<file path="config.mk">
export PLATFORM = sky130hd
export DESIGN_NAME = ram_arb
export DESIGN_NICKNAME = d
export VERILOG_FILES = /design/src/rtl/ram_arb.sv
export SDC_FILE = /design/constraint.sdc
export NUM_CORES = 1
export LEC_CHECK = 0
export BUFFER_PORTS_ARGS = -buffer_cell sky130_fd_sc_hd__buf_4
export CORE_AREA = 2 2 83 85
export CTS_CLUSTER_SIZE = 40
export DETAILED_ROUTE_END_ITERATION = 6
export DIE_AREA = 0 0 85 87
export GPL_ROUTABILITY_DRIVEN = 0
export HOLD_SLACK_MARGIN = 0.12
export PLACE_DENSITY = 0.64
export RECOVER_POWER = 25
export SYNTH_ARGS = -nofsm -noshare
export SYNTH_HDL_FRONTEND = slang
export SYNTH_SLANG_ARGS = --single-unit
</file>
<file path="constraint.sdc">
create_clock -name clk -period 1.7 [get_ports clk]
set_input_delay 0.085 -clock clk [delete_from_list [all_inputs] [get_ports clk]]
set_output_delay 0.085 -clock clk [all_outputs]
set_load 0.05 [all_outputs]
</file>
<file path="src/rtl/ram_arb.sv">
// Round-robin arbiter sharing one single-port synchronous RAM between the
// instruction-fetch port and the data port, hiding the RAM's read latency.
module ram_arb #(
  parameter int XLEN     = 32,
  parameter int ADDR_LEN = 14
) (
  input  logic                  clk,
  input  logic                  rst,
  input  logic [ADDR_LEN-3:0]   i_addr,
  input  logic                  i_rd_req,
  output logic                  i_rd_ready,
  output logic [XLEN-1:0]       i_rd_data,
  input  logic [ADDR_LEN-3:0]   d_addr,
  input  logic                  d_rd_req,
  input  logic                  d_wr_req,
  input  logic [XLEN/8-1:0]     d_be,
  input  logic [XLEN-1:0]       d_wr_data,
  output logic                  d_rd_ready,
  output logic                  d_wr_ready,
  output logic [XLEN-1:0]       d_rd_data,
  output logic [ADDR_LEN-3:0]   ram_addr,
  output logic                  ram_en,
  output logic [XLEN/8-1:0]     ram_we,
  output logic [XLEN-1:0]       ram_wr_data,
  input  logic [XLEN-1:0]       ram_rd_data
);

  typedef enum logic [1:0] {IDLE, ACC_I, ACC_D} state_t;

  state_t state;
  logic   last_gnt_d;
  logic   i_rdy_q;
  logic   d_rd_rdy_q;
  logic   d_wr_rdy_q;
  logic   i_want;
  logic   d_want;
  logic   issue_i;
  logic   issue_d;

  assign i_want = i_rd_req;
  assign d_want = d_rd_req | d_wr_req;

  // In an ACC state only the other port may be issued: the completing port's
  // request is still high but belongs to the access being retired.
  always_comb begin
    issue_i = 1'b0;
    issue_d = 1'b0;
    unique case (state)
      IDLE: begin
        if (i_want && d_want) begin
          issue_i = last_gnt_d;
          issue_d = !last_gnt_d;
        end else begin
          issue_i = i_want;
          issue_d = d_want;
        end
      end
      ACC_I:   issue_d = d_want;
      ACC_D:   issue_i = i_want;
      default: ;
    endcase
    if (rst) begin
      issue_i = 1'b0;
      issue_d = 1'b0;
    end
  end

  assign ram_en      = issue_i | issue_d;
  assign ram_addr    = issue_d ? d_addr : i_addr;
  assign ram_we      = (issue_d && d_wr_req) ? d_be : '0;
  assign ram_wr_data = d_wr_data;

  assign i_rd_data = ram_rd_data;
  assign d_rd_data = ram_rd_data;

  // Readys are gated by rst so an access caught by reset never completes.
  assign i_rd_ready = i_rdy_q & ~rst;
  assign d_rd_ready = d_rd_rdy_q & ~rst;
  assign d_wr_ready = d_wr_rdy_q & ~rst;

  always_ff @(posedge clk) begin
    if (rst) begin
      state      <= IDLE;
      last_gnt_d <= 1'b1;
      i_rdy_q    <= 1'b0;
      d_rd_rdy_q <= 1'b0;
      d_wr_rdy_q <= 1'b0;
    end else begin
      if (issue_i)
        state <= ACC_I;
      else if (issue_d)
        state <= ACC_D;
      else
        state <= IDLE;

      if (state == ACC_I)
        last_gnt_d <= 1'b0;
      else if (state == ACC_D)
        last_gnt_d <= 1'b1;

      i_rdy_q    <= issue_i;
      d_rd_rdy_q <= issue_d & ~d_wr_req;
      d_wr_rdy_q <= issue_d & d_wr_req;
    end
  end

endmodule

</file>
Yosys cells after proc, flatten, opt, wreduce, memory -nomap -nowiden

Index checks and enable logic that the tools add are counted.

Add/sub/neg operators: 0
Multipliers: 0
Div/mod/pow operators: 0
$lt $le $gt $ge: 0
Equal/unequal tests: 2
Shifts and indexed selects: 0
Mux-type cells: 12
Bitwise logic cells: 9
Reductions and logical operators: 6

Operators by type and width:

| kind                                           | count |
|---|---|
| 2-to-1 mux 12 bit                              | 1 |
| 2-to-1 mux 1 bit                               | 7 |
| bitwise AND 1 bit                              | 5 |
| 2-to-1 mux 4 bit                               | 1 |
| one-hot mux 1 bit (2 select lines)             | 2 |
| == test 2 x 1 -> 1 bit (second input constant) | 1 |
| == test 2 bit (second input constant)          | 1 |
| logical AND 1 bit                              | 2 |
| zero test 2 bit                                | 1 |
| 2-to-1 mux 2 bit                               | 1 |
| inverter 1 bit                                 | 2 |
| bitwise OR 1 bit                               | 2 |
| nonzero test 2 bit                             | 1 |
| OR reduction 2 bit                             | 1 |
| zero test 1 bit                                | 1 |

Register bits after elaboration: 6
Latch bits: 0
Bits in writable memories: 0
Memory bits (read-only): 0
Input port bits: 97
Word-level logic and storage cells: 35
Memories: 0

Logic depth before layout (Yosys ltp)

Gate-level depths: netlist of run 1.

Depth after elaboration: 7
Depth in mapped cells: 6

Worst setup path before layout of run 1

No wires, ideal clock.

Kind: register to output
From: reg state[0]
To: out ram_en
Data arrival time: 1.871 ns
Path slack: -0.256 ns
Cell stages (with the launch flop): 5
Buffers on the path: 0
Cell sequence: dfxtp_1 > inv_1 > ha_1 > o21ai_0 > o31ai_1

Word-level cells in the longest chain between the ends: 4

RTL lines:

| item                                        | RTL line | text |
|---|---|---|
| from (decl)                                 | 30       | `state_t state;` |
| from (signal assigned)                      | 83       | `state <= IDLE;` |
| from (signal assigned)                      | 90       | `state <= ACC_I;` |
| from (signal assigned)                      | 92       | `state <= ACC_D;` |
| == test 2 bit, or another cell as far along | 48       | `unique case (state)` |
| one-hot mux 1 bit (2 select lines)          | 48       |  |
| 2-to-1 mux 1 bit                            | 62       | `if (rst) begin` |
| bitwise OR 1 bit (*)                        | 68       | `assign ram_en = issue_i \| issue_d;` |
| to (decl)                                   | 22       | `output logic ram_en,` |

Every way passes the cells marked *; elsewhere a longest branch is shown, timed or not.

Final worst setup path of run 1

From: reg state[1]
To: out ram_addr[6]

Word-level cells in the longest chain between the ends: 4

RTL lines:

| item                                                      | RTL line | text |
|---|---|---|
| == test 2 x 1 -> 1 bit or zero test 2 bit (tied branches) | 48       |  |
| one-hot mux 1 bit (2 select lines) (*)                    | 48       |  |
| 2-to-1 mux 1 bit (*)                                      | 62       |  |
| 2-to-1 mux 12 bit (*)                                     | 69       | `assign ram_addr = issue_d ? d_addr : i_addr;` |
| to (decl)                                                 | 21       | `output logic [ADDR_LEN-3:0] ram_addr,` |

Marked as above.

==> impl_metrics.toml, run 1 <==
[critical_path]
startpoint = "state[1]"
r2r-end = "state[0]"
max_stage_delay_ns = 0.40
crit_path_start_kind = "flip-flop"
crit_path_top_delay_cell = "a211o_4"
crit_family = "compound AO/OA/AOI/OAI gates"
crit_chain = "inv_2 -> ha_4 -> a21bo_4 -> a211o_4 -> mux2_4 -> buf_8"
cp.depth = 6
crit_type = "flip-flop to output port"
reg2reg_slack_ns = 0.23
path_max_fanout = 7
cp.arrival_ns = 1.86
r2r_cells = 7
endpoint = "ram_addr[6]"
crit_required_ns = 1.62
reg2reg_from = "state[0]"
path_buf_inv = 2
cp-end-kind = "output port"

[synth]
seq_area_frac_synth_pct = 8.40
syn_avg_cell_area_um2 = 8.33
synth_top_area_share_pct = 60.5
mappedNetlistArea_mm2 = 0.00119
synth_seq_cells = 5
synth_nets = 243
yosysTopAreaCell = "buf_4"
synth.distinct_cells = 20
yosys-top-cells-area = "buf_4 (61%), mux2_4 (10%), dfxtp_1 (8.4%), mux2_2 (3.8%), ha_1 (3.2%)"
synthCells = 143
synth_warnings = 0

[placed_design]
dp_hpwl_mm = 1.70
io_buffers = 52
place_area_um2 = 988
dp.cells = 183

[timing]
hold_viol = 0
setup_viol = 17
finalSetupTns_ns = -3.00
post-route-period-util_pct = 114
max_clock_freq_ghz = 0.515
min_period_ns = 1.94
rsz0062_at_grt = "yes"
finalClockSkew_ns = 0.00230
worst_slack_ns = -0.242
tightest_slew_ns = 0.460
maxSlewViolCount = 0
max_slew_margin_pct = 69.2

[cells_and_area]
final_util_pct = 19.0
fin_cells = 194
design_area_mm2 = 0.00125
syn2layout_area_growth_pct = 5.04
antenna_cells = 0
layout-drive-gt1-share_pct = 82.5
fin_nets = 215

[global_route]
grt_overflow = 0
grt_pass1_wl_mm = 3.31
grt_max_degree = 10
antenna_found_initial = 0
grt_pass1_vias = 688
grt_usage_pct = 5.81

[die]
fp.dieW_um = 85
initial_core_util_pct = 18.1
core_mm2 = 0.00657
die_y_um = 87
dieArea_mm2 = 0.00740
row_count = 30
io_pins = 213

[hold_path]
min_path_type = "primary input to flip-flop"
whs_path_depth = 2

[clocking]
cts_root_buf = "clkbuf_8"
clock_latency_ns = 0.22
numCtsBuffers = 3
cts_tree = "done"
htree_levels = 1
cts_sinks = 5
clk_pin_slew_ns = 0.04
clockBufferDepth = 2

[routing]
wl_per_cell_um = 12.4
wirelength_met1_um = 741
wl_mm = 2.42
wl_met2_mm = 1.18
drtPass1Iterations = 3
dr_wl_met3_um = 326
antenna_left = 0
vias = 691
route.top_layer_used = "met4"
drc_errors = 0
via_per_inst = 3.56
drt_iter0_drc = 20

[job]
drv_cap = 0

[pwr]
power_density_mw_per_mm2 = 648
ir_drop_mv = 0.202
p_leak_nw = 0.588
power_mw = 0.810

[outcome]
run_status = "complete, but fails checks"
violations = "negative setup slack"
-- cells by family after synthesis --
family | after synthesis | share of synthesized area [%]
flip-flops | 5 | 8.40
multiplexers | 12 | 13.9
buffers and inverters | 100 | 62.7
adder cells (fa/ha/maj) | 3 | 3.15
AO/OA/AOI/OAI | 6 | 4.20
AND/OR/NAND/NOR | 17 | 7.67
-- registers in the layout, indices dropped and copies added, names as in the netlist --
register	flops
d_rd_rdy_q	1
d_wr_rdy_q	1
last_gnt_d	1
state	2
-- worst register-to-register path, delay by kind of cell, from the launching register on --
family / cells / cell delay (ns)
flops: 1 / 0.33
fa+ha+maj: 1 / 0.22
simple gates: 2 / 0.38
buf+inv: 4 / 0.42
-- cell usage after synthesis --
master    count
dfxtp_1       5
inv_1         3
nor3_1        2
and3b_1       1
a211o_4       1
a21bo_1       1
and3_1        4
o31ai_1       1
buf_8         1
nor2_1        5
nor2b_1       2
and2_1        1
buf_4        96
nand2_1       1
o21ai_0       2
mux2_2        4
a21oi_1       1
ha_1          3
mux2_4        8
nand2b_1      1
-- metrics by stage --
step / setup WS [ns] / hold slack [ns]
after global placement: -0.0652 / 0.170
after floorplan: 0.00683 / 0.164
after CTS: -0.264 / 0.125
final: -0.242 / 0.128
after detailed placement: -0.0904 / 0.170
after global routing: -0.283 / 0.135
-- area by class of cell --
class / count / area (um2)
fill: 722 / 5320
timing repair buffer: 63 / 566
multi-input combinational: 39 / 427
sequential: 5 / 103
tap: 80 / 100
clock buffer: 4 / 45.0
inverter: 3 / 11.3
-- layout by cell type, fill, tap and decap left out, drive strengths merged --
master | netlist | routed
and3b | 1 | 1
o21ai | 2 | 2
a21bo | 1 | 1
dlygate4sd3 | 0 | 1
clkbuf | 0 | 4
a21oi | 1 | 1
and2 | 1 | 1
nor2b | 2 | 2
nand2 | 1 | 1
nor3 | 2 | 2
o31ai | 1 | 1
mux2 | 12 | 12
inv | 3 | 3
a211o | 1 | 2
buf | 97 | 62
nor2 | 5 | 5
and3 | 4 | 4
nand2b | 1 | 1
dfxtp | 5 | 5
ha | 3 | 3
-- worst min-delay path by stage --
stage,start,to,slack (ns)
3_3_place_gp,d_wr_data[15],ram_wr_data[15],0.17
3_5_place_dp,d_wr_data[15],ram_wr_data[15],0.17
4_1_cts,d_wr_req,d_wr_rdy_q,0.12
5_1_grt,d_wr_req,d_wr_rdy_q,0.14
6_report,d_wr_req,d_wr_rdy_q,0.13
2_1_floorplan,rst,state[0],0.16
-- layer usage --
metal	up-vias	GRT usage (%)
met5	-	0
met4	0	6.64
met3	31	2.94
met2	49	8.74
met1	308	5.33
li1	303	-
-- timing repair --
item / 4_1_cts / 5_1_grt
pin swaps: 8 / 2
setup buffers: 2 / 3
endpoints found under the setup margin: 17 / 17
cloned: 1 / 0
endpoints found under the hold margin: 1 / 0
gates resized for setup: 32 / 11
hold buffers: 1 / 0
-- power breakdown --
group,internal (mW),total (mW),switching (mW),leakage (nW)
sequential,0.126,0.130,0.00434,0.0417
combinational,0.225,0.460,0.235,0.523
clock,0.161,0.220,0.0587,0.0228
Power figures use the tool's default switching activity.
==> run 2, diff against run 1 <==
--- a/config.mk
+++ b/config.mk
@@ -5,11 +5,12 @@
 export SDC_FILE = /design/constraint.sdc
 export NUM_CORES = 1
 export LEC_CHECK = 0
+export ABC_AREA = 1
 export BUFFER_PORTS_ARGS = -buffer_cell sky130_fd_sc_hd__buf_4
-export CORE_AREA = 2 2 83 85
+export CORE_AREA = 2 2 84 86
 export CTS_CLUSTER_SIZE = 40
 export DETAILED_ROUTE_END_ITERATION = 6
-export DIE_AREA = 0 0 85 87
+export DIE_AREA = 0 0 86 88
 export GPL_ROUTABILITY_DRIVEN = 0
 export HOLD_SLACK_MARGIN = 0.12
 export PLACE_DENSITY = 0.64
==> run 2 against run 1 <==
Net effect:
- the run now ends clean
- register-to-register slack improved by 0.10 ns
- core utilization rose by 0.69 points
- non-clock buffer count fell by 2
- clock power barely moved
- largest cell class unchanged
==> impl_metrics.toml, run 2 <==
[global_route]
grt_max_degree = 17
grt_pass1_wl_mm = 3.14
grt_pass1_vias = 713
antenna_found_initial = 0
grt_usage_pct = 5.20
grt_overflow = 0

[routing]
route.top_layer_used = "met4"
drt_iter0_drc = 1
via_per_inst = 3.57
vias = 803
dr_wl_met3_um = 343
antenna_left = 0
wl_mm = 2.61
wl_per_cell_um = 11.6
drtPass1Iterations = 2
wl_met2_mm = 1.31
drc_errors = 0
wirelength_met1_um = 739

[timing]
hold_viol = 0
rsz0062_at_grt = "yes"
min_period_ns = 1.67
max_slew_margin_pct = 82.9
tightest_slew_ns = 0.256
maxSlewViolCount = 0
setup_viol = 0
holdWs_ns = 0.170
finalClockSkew_ns = 0.00711
max_clock_freq_ghz = 0.597
post-route-period-util_pct = 98.5

[cells_and_area]
final_cell_mix = "buf_4 (39), inv_1 (22), nand2_1 (16)"
multi_input_area_um2 = 379
final_common_cell = "buf_4"
seq_area_um2 = 103
fin_cells = 225
fin_nets = 246
syn2layout_area_growth_pct = 3.66
final_util_pct = 19.7
antenna_cells = 0
fill_cells = 732
regMostFlops = "state"
layout-drive-gt1-share_pct = 61.4
largest_reg_flops = 2

[critical_path]
crit_path_start_kind = "flip-flop"
max_stage_delay_ns = 0.33
crit_path_top_delay_cell = "dfxtp_2"
cp.arrival_ns = 1.59
path_max_fanout = 8
cp-end-kind = "output port"
crit_type = "flip-flop to output port"
cp_common_cell = "nand2_2"
crit_chain = "inv_2 -> ha_4 -> nand2_2 -> nand2_2 -> nand3_4 -> clkbuf_16 -> o21ai_4 -> buf_6"
r2r_cells = 8
crit_required_ns = 1.62

[die]
core_mm2 = 0.00664
row_count = 30
io_pins = 213
initial_core_util_pct = 19.0
dieArea_mm2 = 0.00757
fp.dieW_um = 86
die_y_um = 88

[placed_design]
dp_hpwl_mm = 1.86
dp.cells = 214
io_buffers = 52

[synth]
mappedNetlistArea_mm2 = 0.00126
synthFlopType = "dfxtp_1"
synth_commonest_cells = "buf_4 (96), inv_1 (26), nand2_1 (18)"
yosys-top-cells-area = "buf_4 (57%), dfxtp_1 (7.9%), inv_1 (7.7%), o21ai_2 (6.9%), nand2_1 (5.3%)"
yosysTopAreaCell = "buf_4"
synth_warnings = 0
synth.distinct_cells = 15
synth-edff-count = 0
synthCells = 179
seq_area_frac_synth_pct = 7.91
syn_avg_cell_area_um2 = 7.07
async_reset_ff_share_pct = 0
synth_top_area_share_pct = 57.0
yosysMostFrequentCell = "buf_4"
synth_seq_cells = 5
synth_nets = 279

[clocking]
htree_levels = 1
numCtsBuffers = 3
clk_pin_slew_ns = 0.04
cts_sinks = 5
cts_tree = "done"
clock_latency_ns = 0.22
clockBufferDepth = 2
cts_root_buf = "clkbuf_8"

[pwr]
power_density_mw_per_mm2 = 736
clockPowerShare_pct = 23.0
power_switching_share_pct = 43.0
p_comb_share_pct = 62.5
seqPwrFrac_pct = 14.6
internal_power_mw = 0.549
p_switching_mw = 0.415
p_leak_nw = 0.692
ir_drop_mv = 0.313

[outcome]
run_status = "finished, final reports clean"

[hold_path]
min_path_type = "primary input to output port"
whs_path_depth = 0

[job]
drv_cap = 0
run 2: cell types whose count changed after synthesis, sizes merged, moves of 4 or more:
cell,delta
inv,+23
nand2,+17
mux2,-12
o21ai,+12
and3,-4
run 2: final cells by class:
cell class                      count  area share, %
Inverter                           26           7.63
Timing Repair Buffer               61           44.6
Clock buffer                        4           3.44
Multi-Input combinational cell     49           28.9
Sequential cell                     5           7.82
Tap cell                           80           7.63
run 2: worst paths after layout:
check / slack, ns / end / startpoint
setup / recovery: 0.03 / ram_addr[7] / state[0]
hold / removal: 0.17 / ram_wr_data[16] / d_wr_data[16]
setup reg to reg: 0.33 / state[1] / state[0]
hold reg to reg: 0.49 / last_gnt_d / last_gnt_d
run 2: timing repair:
item | in CTS | in global routing
hold buffers | 3 | 0
hold endpoints to repair | 3 | 0
buffers inserted | 0 | 3
gates resized for setup | 0 | 35
setup endpoints to repair | 0 | 15
run 2: worst max-delay path, delay by kind of cell (launching register included):
| kind | cells | cell delay [ns] |
|---|---|---|
| buffers and inverters | 3 | 0.48 |
| DFF | 1 | 0.33 |
| and+or+nand+nor | 3 | 0.28 |
| AOI/OAI and AO/OA | 1 | 0.14 |
| adders and majority gates | 1 | 0.13 |
run 2: kinds of logic (layout without fill, tap and decap cells):
logic type               count (synthesis)  in the layout  share of synthesized area, %
AND/OR/NAND/NOR                         30             30                          12.5
AO/OA/AOI/OAI                           16             16                          9.30
buffers and inverters                  125             91                          67.4
adder cells (fa/ha/maj)                  3              3                          2.97
flip-flops                               5              5                          7.91
run 2: power by group through the flow:
stage / logic [mW] / registers, mW / clock network (mW)
2_1_floorplan: 0.933 / 0.137 / 0
3_3_place_gp: 0.484 / 0.137 / 0
3_5_place_dp: 0.489 / 0.138 / 0
4_1_cts: 0.496 / 0.136 / 0.226
5_1_grt: 0.642 / 0.142 / 0.235
6_report: 0.602 / 0.140 / 0.222
run 2: stage by stage:
stage               setup TNS (ns)  instance area, um2  power [mW]  worst slack [ns]
finish                           0                1310       0.965            0.0260
global route                -0.158                1310        1.02           -0.0360
CTS                              0                1120       0.859            0.0415
detailed placement               0                1040       0.628             0.278
global placement                 0                1040       0.621             0.318
floorplan                  -0.0214                1260        1.07           -0.0107
run 2: routing by layer:
metal | global-route usage (%) | vias up
met3 | 2.26 | 31
li1 | - | 368
met2 | 8.10 | 51
met4 | 7.07 | 0
met1 | 4.36 | 353
met5 | 0 | -
==> run 3, diff against run 2 <==
--- a/config.mk
+++ b/config.mk
@@ -15,6 +15,7 @@
 export HOLD_SLACK_MARGIN = 0.12
 export PLACE_DENSITY = 0.64
 export RECOVER_POWER = 25
+export REMOVE_ABC_BUFFERS = 1
 export SYNTH_ARGS = -nofsm -noshare
 export SYNTH_HDL_FRONTEND = slang
 export SYNTH_SLANG_ARGS = --single-unit
==> run 3 against run 2 <==
Net effect:
- setup slack improved by 0.028 ns
- sequential share of layout area decreased by 0.29 points
- maximum frequency increased by 1.7%
- highest routed layer unchanged
- clock power increased by 5%
- power up 4.6%
==> impl_metrics.toml, run 3 (synthesis gave the netlist of run 2 again) <==
[critical_path]
cp.arrival_ns = 1.56
cp-end-kind = "output port"
cp_common_cell = "buf_6"
crit_type = "primary input to output port"
crit_required_ns = 1.62
crit_path_start_kind = "primary input"
r2r_cells = 8
startpoint = "rst"
crit_chain = "dlygate4sd3_1 -> buf_6 -> clkinvlp_4 -> nand3_4 -> clkbuf_16 -> nor3_4 -> buf_6"
crit_path_top_delay_cell = "dlygate4sd3_1"
max_stage_delay_ns = 0.56
reg2reg_from = "state[1]"
path_max_fanout = 6

[cells_and_area]
final_common_cell = "buf_4"
final_util_pct = 20.5
largest_reg_flops = 2
antenna_cells = 0
syn2layout_area_growth_pct = 7.72
fin_nets = 250
final_cell_mix = "buf_4 (41), inv_1 (22), buf_6 (17)"
design_area_mm2 = 0.00136
regMostFlops = "state"
layout-drive-gt1-share_pct = 63.8

[hold_path]
min_path_type = "primary input to flip-flop"
whs_path_depth = 3
hp-start = "i_rd_req"

[timing]
max_slew_margin_pct = 75.3
finalSetupTns_ns = 0
finalClockSkew_ns = 0.00859
max_clock_freq_ghz = 0.608
maxSlewViolCount = 0
min_period_ns = 1.65
post-route-period-util_pct = 96.8
worst_slack_ns = 0.0545
setup_viol = 0
holdWs_ns = 0.131
tightest_slew_ns = 0.369
hold_viol = 0

[clocking]
clock_latency_ns = 0.23
cts_sinks = 5
clockBufferDepth = 2
htree_levels = 1
cts_root_buf = "clkbuf_8"
cts_tree = "done"
numCtsBuffers = 3
clk_pin_slew_ns = 0.04

[placed_design]
dp_hpwl_mm = 8.65
dp_slack_ns = 0.0500
io_buffers = 52
place_area_mm2 = 0.00100

[routing]
wl_per_cell_um = 42.5
via_per_inst = 4.49
vias = 1028
wl_mm = 9.72
drc_errors = 0
drtPass1Iterations = 4
drt_iter0_drc = 48
antenna_left = 0

[global_route]
antenna_found_initial = 0
grt_max_degree = 17
grt_overflow = 0
grt_usage_pct = 24.1
grt_pass1_vias = 932
grt_pass1_wl_mm = 11.1

[pwr]
ir_drop_mv = 0.192
p_leak_nw = 0.695
power_density_mw_per_mm2 = 740

[die]
core_mm2 = 0.00664
fp.dieW_um = 86
row_count = 30
io_pins = 213
dieArea_mm2 = 0.00757
initial_core_util_pct = 19.0
die_y_um = 88

[outcome]
run_status = "finished, final reports clean"

[job]
drv_cap = 0
## run 3: cell count changes in the layout (fill, tap and decap cells not counted), sizes merged
cell | before | now
clkbuf | 6 | 4
clkinv | 0 | 1
inv | 26 | 25
dlygate4sd3 | 2 | 3
dlymetal6s4s | 1 | 0
buf | 56 | 59
clkinvlp | 0 | 1
nand3 | 2 | 4
## run 3: report_power, final
group | switching, mW | internal, mW
combinational | 0.376 | 0.260
clock | 0.0750 | 0.159
sequential | 0.00742 | 0.132
## run 3: worst max-delay path, delay by kind of cell
kind	cells	cell delay [ns]
buffers and inverters	5	1.21
AND/OR/NAND/NOR	2	0.26
## run 3: what timing repair did
action,in CTS,in global routing
gates cloned,1,2
endpoints found under the setup margin,17,17
buffers inserted,2,6
endpoints found under the hold margin,3,0
resized for setup,5,37
pin swaps,1,4
hold buffers,3,0
## run 3: path summary, 6_finish.rpt
check | endpoint | slack [ns]
setup / recovery | ram_we[1] | 0.05
hold / removal | state[0] | 0.13
setup reg to reg | d_wr_rdy_q | 0.44
hold reg to reg | last_gnt_d | 0.51
## run 3: stage by stage
step	cells	total power, mW
2_1_floorplan	80	0.442
3_3_place_gp	212	0.595
3_5_place_dp	212	0.600
4_1_cts	222	0.883
5_1_grt	229	1.06
6_report	229	1.01
## run 3: final cells by class
class | count | area, um2
Fill cell | 723 | 5280
Tap cell | 80 | 100
Clock inverter | 1 | 5.00
Inverter | 26 | 101
Multi-Input combinational cell | 51 | 438
Timing Repair Buffer | 63 | 574
Sequential cell | 5 | 103
Clock buffer | 3 | 41.3
## run 3: metal layers
| metal | GRT usage, % | part of all wire (%) |
|---|---|---|
| met1 | 12.6 | 19 |
| met2 | 41.0 | 49 |
| met3 | 32.4 | 28 |
| met4 | 11.5 | 5.0 |
| met5 | 0 | 0 |
